--- config.mk ---
export PLATFORM = sky130hd
export DESIGN_NAME = dglk_bram_arbiter
export DESIGN_NICKNAME = d
export VERILOG_FILES = /design/src/rtl/dglk_bram_arbiter.sv
export SDC_FILE = /design/constraint.sdc
export NUM_CORES = 1
export LEC_CHECK = 0
export CAP_MARGIN = 10
export CELL_PAD_IN_SITES_DETAIL_PLACEMENT = 2
export CELL_PAD_IN_SITES_GLOBAL_PLACEMENT = 2
export CORE_MARGIN = 2
export CORE_UTILIZATION = 23
export CTS_CLUSTER_DIAMETER = 40
export DETAILED_ROUTE_END_ITERATION = 6
export PLACE_DENSITY = 0.93
export SLEW_MARGIN = 20
export SYNTH_ARGS = -nofsm -noshare
export SYNTH_HDL_FRONTEND = slang
export SYNTH_SLANG_ARGS = --single-unit
--- constraint.sdc ---
create_clock -name clk -period 2.1 [get_ports clk]
set_input_delay 0.42 -clock clk [delete_from_list [all_inputs] [get_ports clk]]
set_output_delay 0.42 -clock clk [all_outputs]
set_load 0.005 [all_outputs]
--- src/rtl/dglk_bram_arbiter.sv ---
// rtl/dglk_bram_arbiter.sv - block RAM access controller: zero-fill, write pass-through, round-robin A/B reads
//
// Purpose: after reset, zero-fills the attached simple dual-port RAM. It then
// passes the single writer straight to the write port. It also shares the
// registered read port between requesters A and B using round-robin arbitration.
// Optional build macro: DGLK_ARB_FWD_EN. When defined, a read that collides
// with a write to the same address in the same cycle returns the new data.
//
// Ports:
//   clk, rst_n                 clock, asynchronous active-low reset
//   wr_req/wr_addr/wr_data     write request; wr_gnt accepts it (combinational)
//   rd_req_x/rd_addr_x         read request per requester (x = a, b)
//   rd_gnt_x                   read accepted this cycle (combinational)
//   rd_vld_x/rd_data_x         read return strobe and held data (grant + 2 cycles)
//   ram_w_ena/addr/data        RAM write port
//   ram_r_addr/ram_r_data      RAM read port (data valid one cycle after address)
//   init_done                  high once zero-fill has completed
module dglk_bram_arbiter #(
  parameter int DW = 40,
  parameter int AW = 16
) (
  input  logic          clk,
  input  logic          rst_n,
  input  logic          wr_req,
  input  logic [AW-1:0] wr_addr,
  input  logic [DW-1:0] wr_data,
  output logic          wr_gnt,
  input  logic          rd_req_a,
  input  logic [AW-1:0] rd_addr_a,
  output logic          rd_gnt_a,
  output logic          rd_vld_a,
  output logic [DW-1:0] rd_data_a,
  input  logic          rd_req_b,
  input  logic [AW-1:0] rd_addr_b,
  output logic          rd_gnt_b,
  output logic          rd_vld_b,
  output logic [DW-1:0] rd_data_b,
  output logic          ram_w_ena,
  output logic [AW-1:0] ram_w_addr,
  output logic [DW-1:0] ram_w_data,
  output logic [AW-1:0] ram_r_addr,
  input  logic [DW-1:0] ram_r_data,
  output logic          init_done
);

  typedef enum logic [1:0] {
    ST_WAIT = 2'd0,
    ST_INIT = 2'd1,
    ST_RUN  = 2'd2
  } state_t;

  state_t        state_q, state_d;
  logic [AW-1:0] init_cnt_q;
  logic          prio_q;      // 0: A wins a contended cycle, 1: B wins
  logic [AW-1:0] r_addr_q;    // last presented read address, held while idle
  logic          s1_vld_q;
  logic          s1_id_q;     // 0: A, 1: B
  logic [DW-1:0] ret_data;

`ifdef DGLK_ARB_FWD_EN
  logic          s1_fwd_q;
  logic [DW-1:0] s1_wdata_q;
`endif

  always_comb begin
    state_d    = state_q;
    wr_gnt     = 1'b0;
    rd_gnt_a   = 1'b0;
    rd_gnt_b   = 1'b0;
    ram_w_ena  = 1'b0;
    ram_w_addr = '0;
    ram_w_data = '0;
    ram_r_addr = r_addr_q;
    case (state_q)
      ST_WAIT: state_d = ST_INIT;
      ST_INIT: begin
        ram_w_ena  = 1'b1;
        ram_w_addr = init_cnt_q;
        if (init_cnt_q == {AW{1'b1}}) state_d = ST_RUN;
      end
      ST_RUN: begin
        wr_gnt     = wr_req;
        ram_w_ena  = wr_req;
        ram_w_addr = wr_addr;
        ram_w_data = wr_data;
        // A wins when alone, or when both ask and priority points at A.
        if (rd_req_a && (!rd_req_b || !prio_q)) rd_gnt_a = 1'b1;
        else if (rd_req_b)                      rd_gnt_b = 1'b1;
        // The address must reach the RAM in the grant cycle so that data
        // is available for the stage-2 capture one cycle later.
        if (rd_gnt_a)      ram_r_addr = rd_addr_a;
        else if (rd_gnt_b) ram_r_addr = rd_addr_b;
      end
      default: state_d = ST_WAIT;
    endcase
  end

  assign init_done = (state_q == ST_RUN);

  always_ff @(posedge clk or negedge rst_n) begin
    if (!rst_n) begin
      state_q    <= ST_WAIT;
      init_cnt_q <= '0;
      prio_q     <= 1'b0;
      r_addr_q   <= '0;
      s1_vld_q   <= 1'b0;
      s1_id_q    <= 1'b0;
    end else begin
      state_q  <= state_d;
      r_addr_q <= ram_r_addr;
      if (state_q == ST_INIT) init_cnt_q <= init_cnt_q + {{(AW-1){1'b0}}, 1'b1};
      if (rd_gnt_a)      prio_q <= 1'b1;
      else if (rd_gnt_b) prio_q <= 1'b0;
      s1_vld_q <= rd_gnt_a | rd_gnt_b;
      s1_id_q  <= rd_gnt_b;
    end
  end

`ifdef DGLK_ARB_FWD_EN
  // Capture the colliding write so stage 2 can return it in place of the
  // RAM's pre-write data.
  always_ff @(posedge clk or negedge rst_n) begin
    if (!rst_n) begin
      s1_fwd_q   <= 1'b0;
      s1_wdata_q <= '0;
    end else begin
      s1_fwd_q   <= ram_w_ena && (ram_w_addr == ram_r_addr);
      s1_wdata_q <= ram_w_data;
    end
  end
  assign ret_data = s1_fwd_q ? s1_wdata_q : ram_r_data;
`else
  assign ret_data = ram_r_data;
`endif

  always_ff @(posedge clk or negedge rst_n) begin
    if (!rst_n) begin
      rd_vld_a  <= 1'b0;
      rd_vld_b  <= 1'b0;
      rd_data_a <= '0;
      rd_data_b <= '0;
    end else begin
      rd_vld_a <= s1_vld_q && !s1_id_q;
      rd_vld_b <= s1_vld_q && s1_id_q;
      if (s1_vld_q && !s1_id_q) rd_data_a <= ret_data;
      if (s1_vld_q && s1_id_q)  rd_data_b <= ret_data;
    end
  end

endmodule

==> reports/metrics.csv, run 1 <==
stage,metric,value,unit
synthesis,ys_types,29,
die,die_area,23710,um2
placement,dp_hpwl,14370,um
route,wl,23000,um
route,ant_nets,0,
min_path,hp-start,rd_data_b[7],
min_path,hold_depth,1,
global_routing,grt.total_usage,19.01,%
setup_path,arrival,1.91,ns
route,wl_per_cell,21.78,um
setup_path,cp_num_buf_inv,4,
cells_and_area,drive_gt1_share,41.62,%
clock_network,path_clk_slew,0.06,ns
cells_and_area,multi_input_area,2462,um2
clock_network,cts_buffers,17,
setup_path,startpoint_type,register,
setup_path,reg2reg_from,state_q[0],
run_status,violations,setup timing,
placement,dp_slack,-0.5951,ns
min_path,hold_path_class,reg2reg,
global_routing,gr-total-overflow,0,
die,start_util,23.56,%
route,avgViaCountPerCell,4.496,
cells_and_area,diodes,0,
route,drt_iter0_markers,122,
cells_and_area,post-route-util,45.94,%
sta,worst_pin_slew,0.5070,ns
clock_network,cts_root_buf,clkbuf_16,
pwr,p_leak,4.532,nW
synthesis,syn_area_per_cell,12.55,um2
clock_network,clk_latency,0.41,ns
global_routing,grt_pass1_vias,5694,
cells_and_area,syn_to_final_growth,95.02,%
placement,routabilityCongestion,0.7723,
pwr,power,6.004,mW
synthesis,yosys_warnings,0,
die,coreArea,21960,um2
route,dr.pass1.iters,4,
pwr,irDropWorstVdd,0.3197,mV
placement,portBuffers,291,
setup_path,worstSetupPathDepth,8,
sta,hold_viol,0,
sta,worst_slack,-0.2336,ns
global_routing,antenna_found_initial,0,
setup_path,reg2reg_slack,-0.16,ns
synthesis,ys_ff_latch,119,
setup_path,cpLargestDelayFamily,buffers and inverters,
route,drc,0,
sta,fmax,428.5,MHz
sta,min_period,2.334,ns
cells_and_area,nFillCells,2166,
die,die_w,154.0,um
global_routing,grt_max_degree,48,
global_routing,grt_pass1_wl,34510,um
setup_path,crit_path_max_fanout,8,
synthesis,synth-seq-area-share,57.57,%
setup_path,slowest_stage,dfrtp_1,
cells_and_area,nNetsFinal,902,
route,vias,4748,
min_path,hold-path-endpoint,rd_data_b[7],
sta,relSlewSlack,66.20,%
setup_path,r2r-end,r_addr_q[3],
die,die_y,154.0,um
sta,fin_tns_setup,-10.40,ns
clock_network,cts_tree,yes,
synthesis,syn-num-nets,550,
sta,fin_crit_sh,111.1,%
sta,finalClockSkew,0.01162,ns
sta,setup_viol,77,
cells_and_area,seqCellArea,2978,um2
clock_network,numClockSinks,119,
setup_path,slowest_delay,0.39,ns
pwr,power_density,595.2,nW/um2
setup_path,end_kind,primary output,
setup_path,crit_chain,"inv_2, ha_4, o211ai_1, buf_4, buf_12, o22ai_4, nor2_2, buf_2",
sta,slew_violations,0,
synthesis,synthCells,412,
clock_network,cts.path.max_buffers,2,
run_status,status,"finished, violations left",
die,num_rows,54,
synthesis,netlist_area,5172,um2
setup_path,critical_path_class,reg2out,
sta,rsz0062_at_grt,yes,
job,cap_violations,0,
clock_network,h-tree-depth,4,
die,io_pins,292,
sta,holdWs,0.5052,ns
setup_path,reg2reg_depth,15,
setup_path,cp_data_required_time,1.68,ns
==> worst max-delay path by stage <==
stage,slack [ns],endpoint,start
floorplan,0.13,ram_r_addr[10],state_q[0]
global placement,-0.51,ram_r_addr[1],rd_req_a
detailed placement,-0.60,ram_r_addr[4],rd_req_a
CTS,-0.22,ram_w_addr[6],state_q[0]
global route,-0.31,ram_r_addr[5],state_q[0]
finish,-0.23,ram_r_addr[5],state_q[0]
==> cells by family (layout without fill, tap and decap cells) <==
group           count (synthesis)  in the layout  synth area share, %
fa+ha+maj                       5              5                1.209
compound gates                 39             39                5.467
mux                            83             83                18.21
simple gates                  119            119                12.48
buf+inv                        32            396                2.516
xor+xnor                       15             15                2.540
flops                         119            119                57.57
==> cells in the mapped netlist <==
master	instances	area share [%]
mux2_2	81	18
o22ai_1	16	1.9
nand4_1	3	0.36
nand2_1	7	0.51
and2_1	41	5.0
o21a_1	3	0.44
mux2_4	2	0.58
nor2b_1	17	2.1
and3_2	2	0.29
o21ai_0	1	0.097
dfrtp_1	119	58
a21oi_1	1	0.097
nand4b_1	1	0.17
xor2_1	5	0.85
o211ai_1	1	0.15
clkbuf_1	12	0.87
o32a_4	1	0.44
a22oi_1	16	2.3
ha_1	5	1.2
and4_1	2	0.34
nand3_1	6	0.58
nor4_1	1	0.12
buf_1	5	0.36
xnor2_1	10	1.7
buf_2	8	0.77
inv_1	7	0.51
nor2_1	35	2.5
nand3_2	1	0.19
and3_1	3	0.36
==> metrics by stage <==
stage               std cells  area [um2]
floorplan                 412        5172
global placement          982        8622
detailed placement        982        8622
CTS                      1054        9980
global route             1056       10090
finish                   1056       10090
==> power breakdown <==
group | switching [mW] | internal (mW)
Sequential | 0.0212 | 2.33
Combinational | 0.158 | 0.321
Clock | 1.18 | 1.99
==> registers in the layout, summed over array words and instances (netlist names) <==
| register | cells |
|---|---|
| rd_vld_a | 1 |
| rd_data_b | 40 |
| s1_vld_q | 1 |
| prio_q | 1 |
| init_cnt_q | 16 |
| state_q | 2 |
| r_addr_q | 16 |
| rd_vld_b | 1 |
| s1_id_q | 1 |
| rd_data_a | 40 |
==> layout by cell type (no fill, tap or decap), types with 5 or more instances in the layout <==
cell and count:
clkdlybuf4s50_1 212, dfrtp_1 119, mux2_2 81, buf_2 40, buf_6 33, and2_1 27, buf_4 26, nor2_1 22
clkbuf_16 17, a22oi_2 16, and2_4 14, nor2_2 12, nor2b_1 11, buf_12 11, xnor2_1 10, o22ai_4 9
buf_16 7, dlygate4sd2_1 7, clkdlybuf4s15_2 7, clkdlybuf4s15_1 7, nand2_1 6, o22ai_2 6, nor2b_2 5, nand3_1 5
xor2_1 5
==> routing by layer <==
metal  vias to the layer above  global-route usage [%]  wire (um)
li1                       2125                       -          -
met1                      2384                   20.15       8203
met2                       208                   35.87      12810
met3                        31                   5.722       1525
met4                         0                   6.097        460
met5                         -                       0          0
==> cell type report <==
| type | count | area share, % |
|---|---|---|
| Timing Repair Buffer | 358 | 36.11 |
| Sequential cell | 119 | 29.52 |
| Multi-Input combinational cell | 261 | 24.41 |
| Clock buffer | 17 | 4.217 |
| Tap cell | 280 | 3.473 |
| Clock inverter | 14 | 1.985 |
| Inverter | 7 | 0.2853 |
==> repair_timing <==
| item | in CTS | in global routing |
|---|---|---|
| buffers inserted | 32 | 3 |
| pin swaps | 24 | 10 |
| resized for setup | 370 | 33 |
| gates cloned | 9 | 0 |
| endpoints found under the hold margin | 33 | 0 |
| setup endpoints to repair | 77 | 81 |
| hold buffers | 1 | 0 |
No activity file was read; power rests on OpenSTA's default activity.
==> run 2, diff against run 1 <==
MAX_ROUTING_LAYER = met4   (was unset)
==> run 2 against run 1 <==
  * The run still ends with setup timing left
  * Worst hold slack is essentially flat
  * Final cell count is the same
  * Core utilization is the same
  * Via count is 0.25% higher
  * Clock power about the same
  * Clock skew about the same
  * Register-to-register slack about the same
  * Non-clock buffer count is the same
  * Die area is the same
  * Sequential power about the same
  * Critical path type is now in2out
  * Critical endpoint unchanged
  * Largest power group unchanged
==> reports/metrics.csv, run 2 (synthesized netlist as in run 1, its figures left out) <==
stage,metric,value,unit
placement,placed_cell_area,8622,um2
clock_network,cts.path.max_buffers,2,
setup_path,cp_data_required_time,1.68,ns
global_routing,grt_pass1_vias,5696,
setup_path,startpoint_type,input pin,
die,num_rows,54,
pwr,power,6.006,mW
die,coreArea,21960,um2
route,wl_per_cell,21.78,um
cells_and_area,nNetsFinal,902,
clock_network,path_clk_slew,0.06,ns
sta,fmax,427.2,MHz
setup_path,end_kind,primary output,
route,wl,23000,um
sta,finalClockSkew,0.01177,ns
setup_path,slowest_stage,clkdlybuf4s50_1,
route,vias,4760,
global_routing,grt_pass1_wl,34480,um
route,ant_nets,0,
setup_path,arrival,1.92,ns
sta,worst_pin_slew,0.5080,ns
cells_and_area,drive_gt1_share,41.62,%
sta,setup_viol,77,
clock_network,cts_buffers,17,
clock_network,numClockSinks,119,
clock_network,cts_tree,yes,
route,dr.pass1.iters,4,
job,cap_violations,0,
setup_path,crit_chain,"clkdlybuf4s50_1, inv_1, o211ai_1, buf_4, buf_12, o22ai_4, nor2_2, buf_2",
setup_path,crit_path_max_fanout,8,
pwr,internal-power,4.646,mW
min_path,hold_path_class,reg2reg,
global_routing,grt.total_usage,19.60,%
placement,dp_hpwl,14370,um
run_status,violations,setup timing,
setup_path,slowest_delay,0.49,ns
cells_and_area,final_area,10090,um2
die,die_w,154.0,um
clock_network,clk_latency,0.41,ns
global_routing,gr-total-overflow,0,
die,io_pins,292,
setup_path,cpLargestDelayFamily,buffers and inverters,
sta,relSlewSlack,66.13,%
cells_and_area,final_cell_mix,"clkdlybuf4s50_1 (212), dfrtp_1 (119), mux2_2 (81), buf_2 (40), buf_6 (33)",
pwr,power_density,595.4,nW/um2
setup_path,critical_path_class,in2out,
pwr,power_frac_seq,39.2,%
clock_network,h-tree-depth,4,
die,die_area,23710,um2
die,die_y,154.0,um
placement,routabilityCongestion,0.7828,
pwr,p_leak,4.532,nW
cells_and_area,layout_commonest_cell,clkdlybuf4s50_1,
setup_path,worstSetupPathDepth,8,
sta,fin_crit_sh,111.5,%
setup_path,reg2reg_depth,15,
placement,portBuffers,291,
pwr,power.switching,1.359,mW
setup_path,cp_num_buf_inv,5,
cells_and_area,diodes,0,
route,drc,0,
route,drt_iter0_markers,136,
global_routing,antenna_found_initial,0,
sta,slew_violations,0,
pwr,p_clk_share,52.8,%
sta,hold_viol,0,
cells_and_area,reg.largest.list,"rd_data_a (40), rd_data_b (40)",
sta,min_period,2.341,ns
cells_and_area,post-route-util,45.94,%
sta,rsz0062_at_grt,yes,
run_status,status,"finished, violations left",
die,start_util,23.56,%
min_path,hold_depth,1,
pwr,irDropWorstVdd,0.3180,mV
clock_network,cts_root_buf,clkbuf_16,
cells_and_area,syn_to_final_growth,95.02,%
route,avgViaCountPerCell,4.508,
pwr,p_comb_share,8.0,%
pwr,swShare,22.63,%
sta,fin_tns_setup,-10.36,ns
sta,worst_slack,-0.2411,ns
global_routing,grt_max_degree,48,
[run 2: cell counts in the layout (fill, tap and decap cells not counted)]
Identical to the previous run, type by type.
[run 2: path summary, 6_finish.rpt]
kind,from,to,slack (ns)
max in group asynchronous,rst_n,state_q[0],0.91
hold / removal,rd_data_b[7],rd_data_b[7],0.51
hold reg to reg,rd_data_b[7],rd_data_b[7],0.51
min in group asynchronous,rst_n,rd_data_a[9],0.54
setup reg to reg,state_q[0],r_addr_q[3],-0.16
setup / recovery,rd_req_a,ram_r_addr[5],-0.24
[run 2: worst register-to-register path: cells and delay by family, from the launching register on]
family,cells,cell delay [ns]
AOI/OAI and AO/OA,2,0.26
adders and majority gates,1,0.18
buffers and inverters,11,1.27
DFF,1,0.39
and+or+nand+nor,1,0.07
[run 2: layer usage]
| metal | routed length (um) | vias up | track usage (%) |
|---|---|---|---|
| met2 | 12760 | 210 | 36.02 |
| met3 | 1411 | 32 | 5.327 |
| li1 | - | 2128 | - |
| met1 | 8369 | 2390 | 20.31 |
| met4 | 460 | 0 | 6.097 |
| met5 | 0 | - | - |
[run 2: timing repair]
item | in CTS | in global routing
endpoints found under the setup margin | 77 | 81
hold endpoints to repair | 33 | 0
resized for setup | 370 | 33
pin swaps | 24 | 10
buffers inserted | 32 | 3
cloned | 9 | 0
hold buffers | 1 | 0
[run 2: power by group through the flow]
stage,Sequential [mW],Clock (mW),Combinational (mW)
2_1_floorplan,2.40,0,0.0379
3_3_place_gp,2.39,0,0.445
3_5_place_dp,2.40,0,0.457
4_1_cts,2.35,3.26,0.476
5_1_grt,2.36,3.37,0.515
6_report,2.35,3.17,0.479
[run 2: area by class of cell]
class,count,area [um2]
repair buffers,358,3642
flip-flops and latches,119,2978
clock buffers,17,425.4
clock inverters,14,200.2
well taps,280,350.3
fillers,2166,11870
multi-input cells,261,2462
inverters,7,28.78
[run 2: metrics by stage]
step / hold WS [ns] / setup slack [ns] / std cells
4_1_cts: 0.5097 / -0.2177 / 1054
5_1_grt: 0.5214 / -0.3104 / 1056
3_5_place_dp: 0.4200 / -0.5951 / 982
3_3_place_gp: 0.4146 / -0.5131 / 982
2_1_floorplan: 0.1244 / 0.1280 / 412
6_report: 0.5056 / -0.2411 / 1056
==> run 3, diff against run 2 <==
GPL_ROUTABILITY_DRIVEN = 0   (was unset)
==> results of run 3 <==
No change in the layout: final DEF, timing and power equal those of run 2.
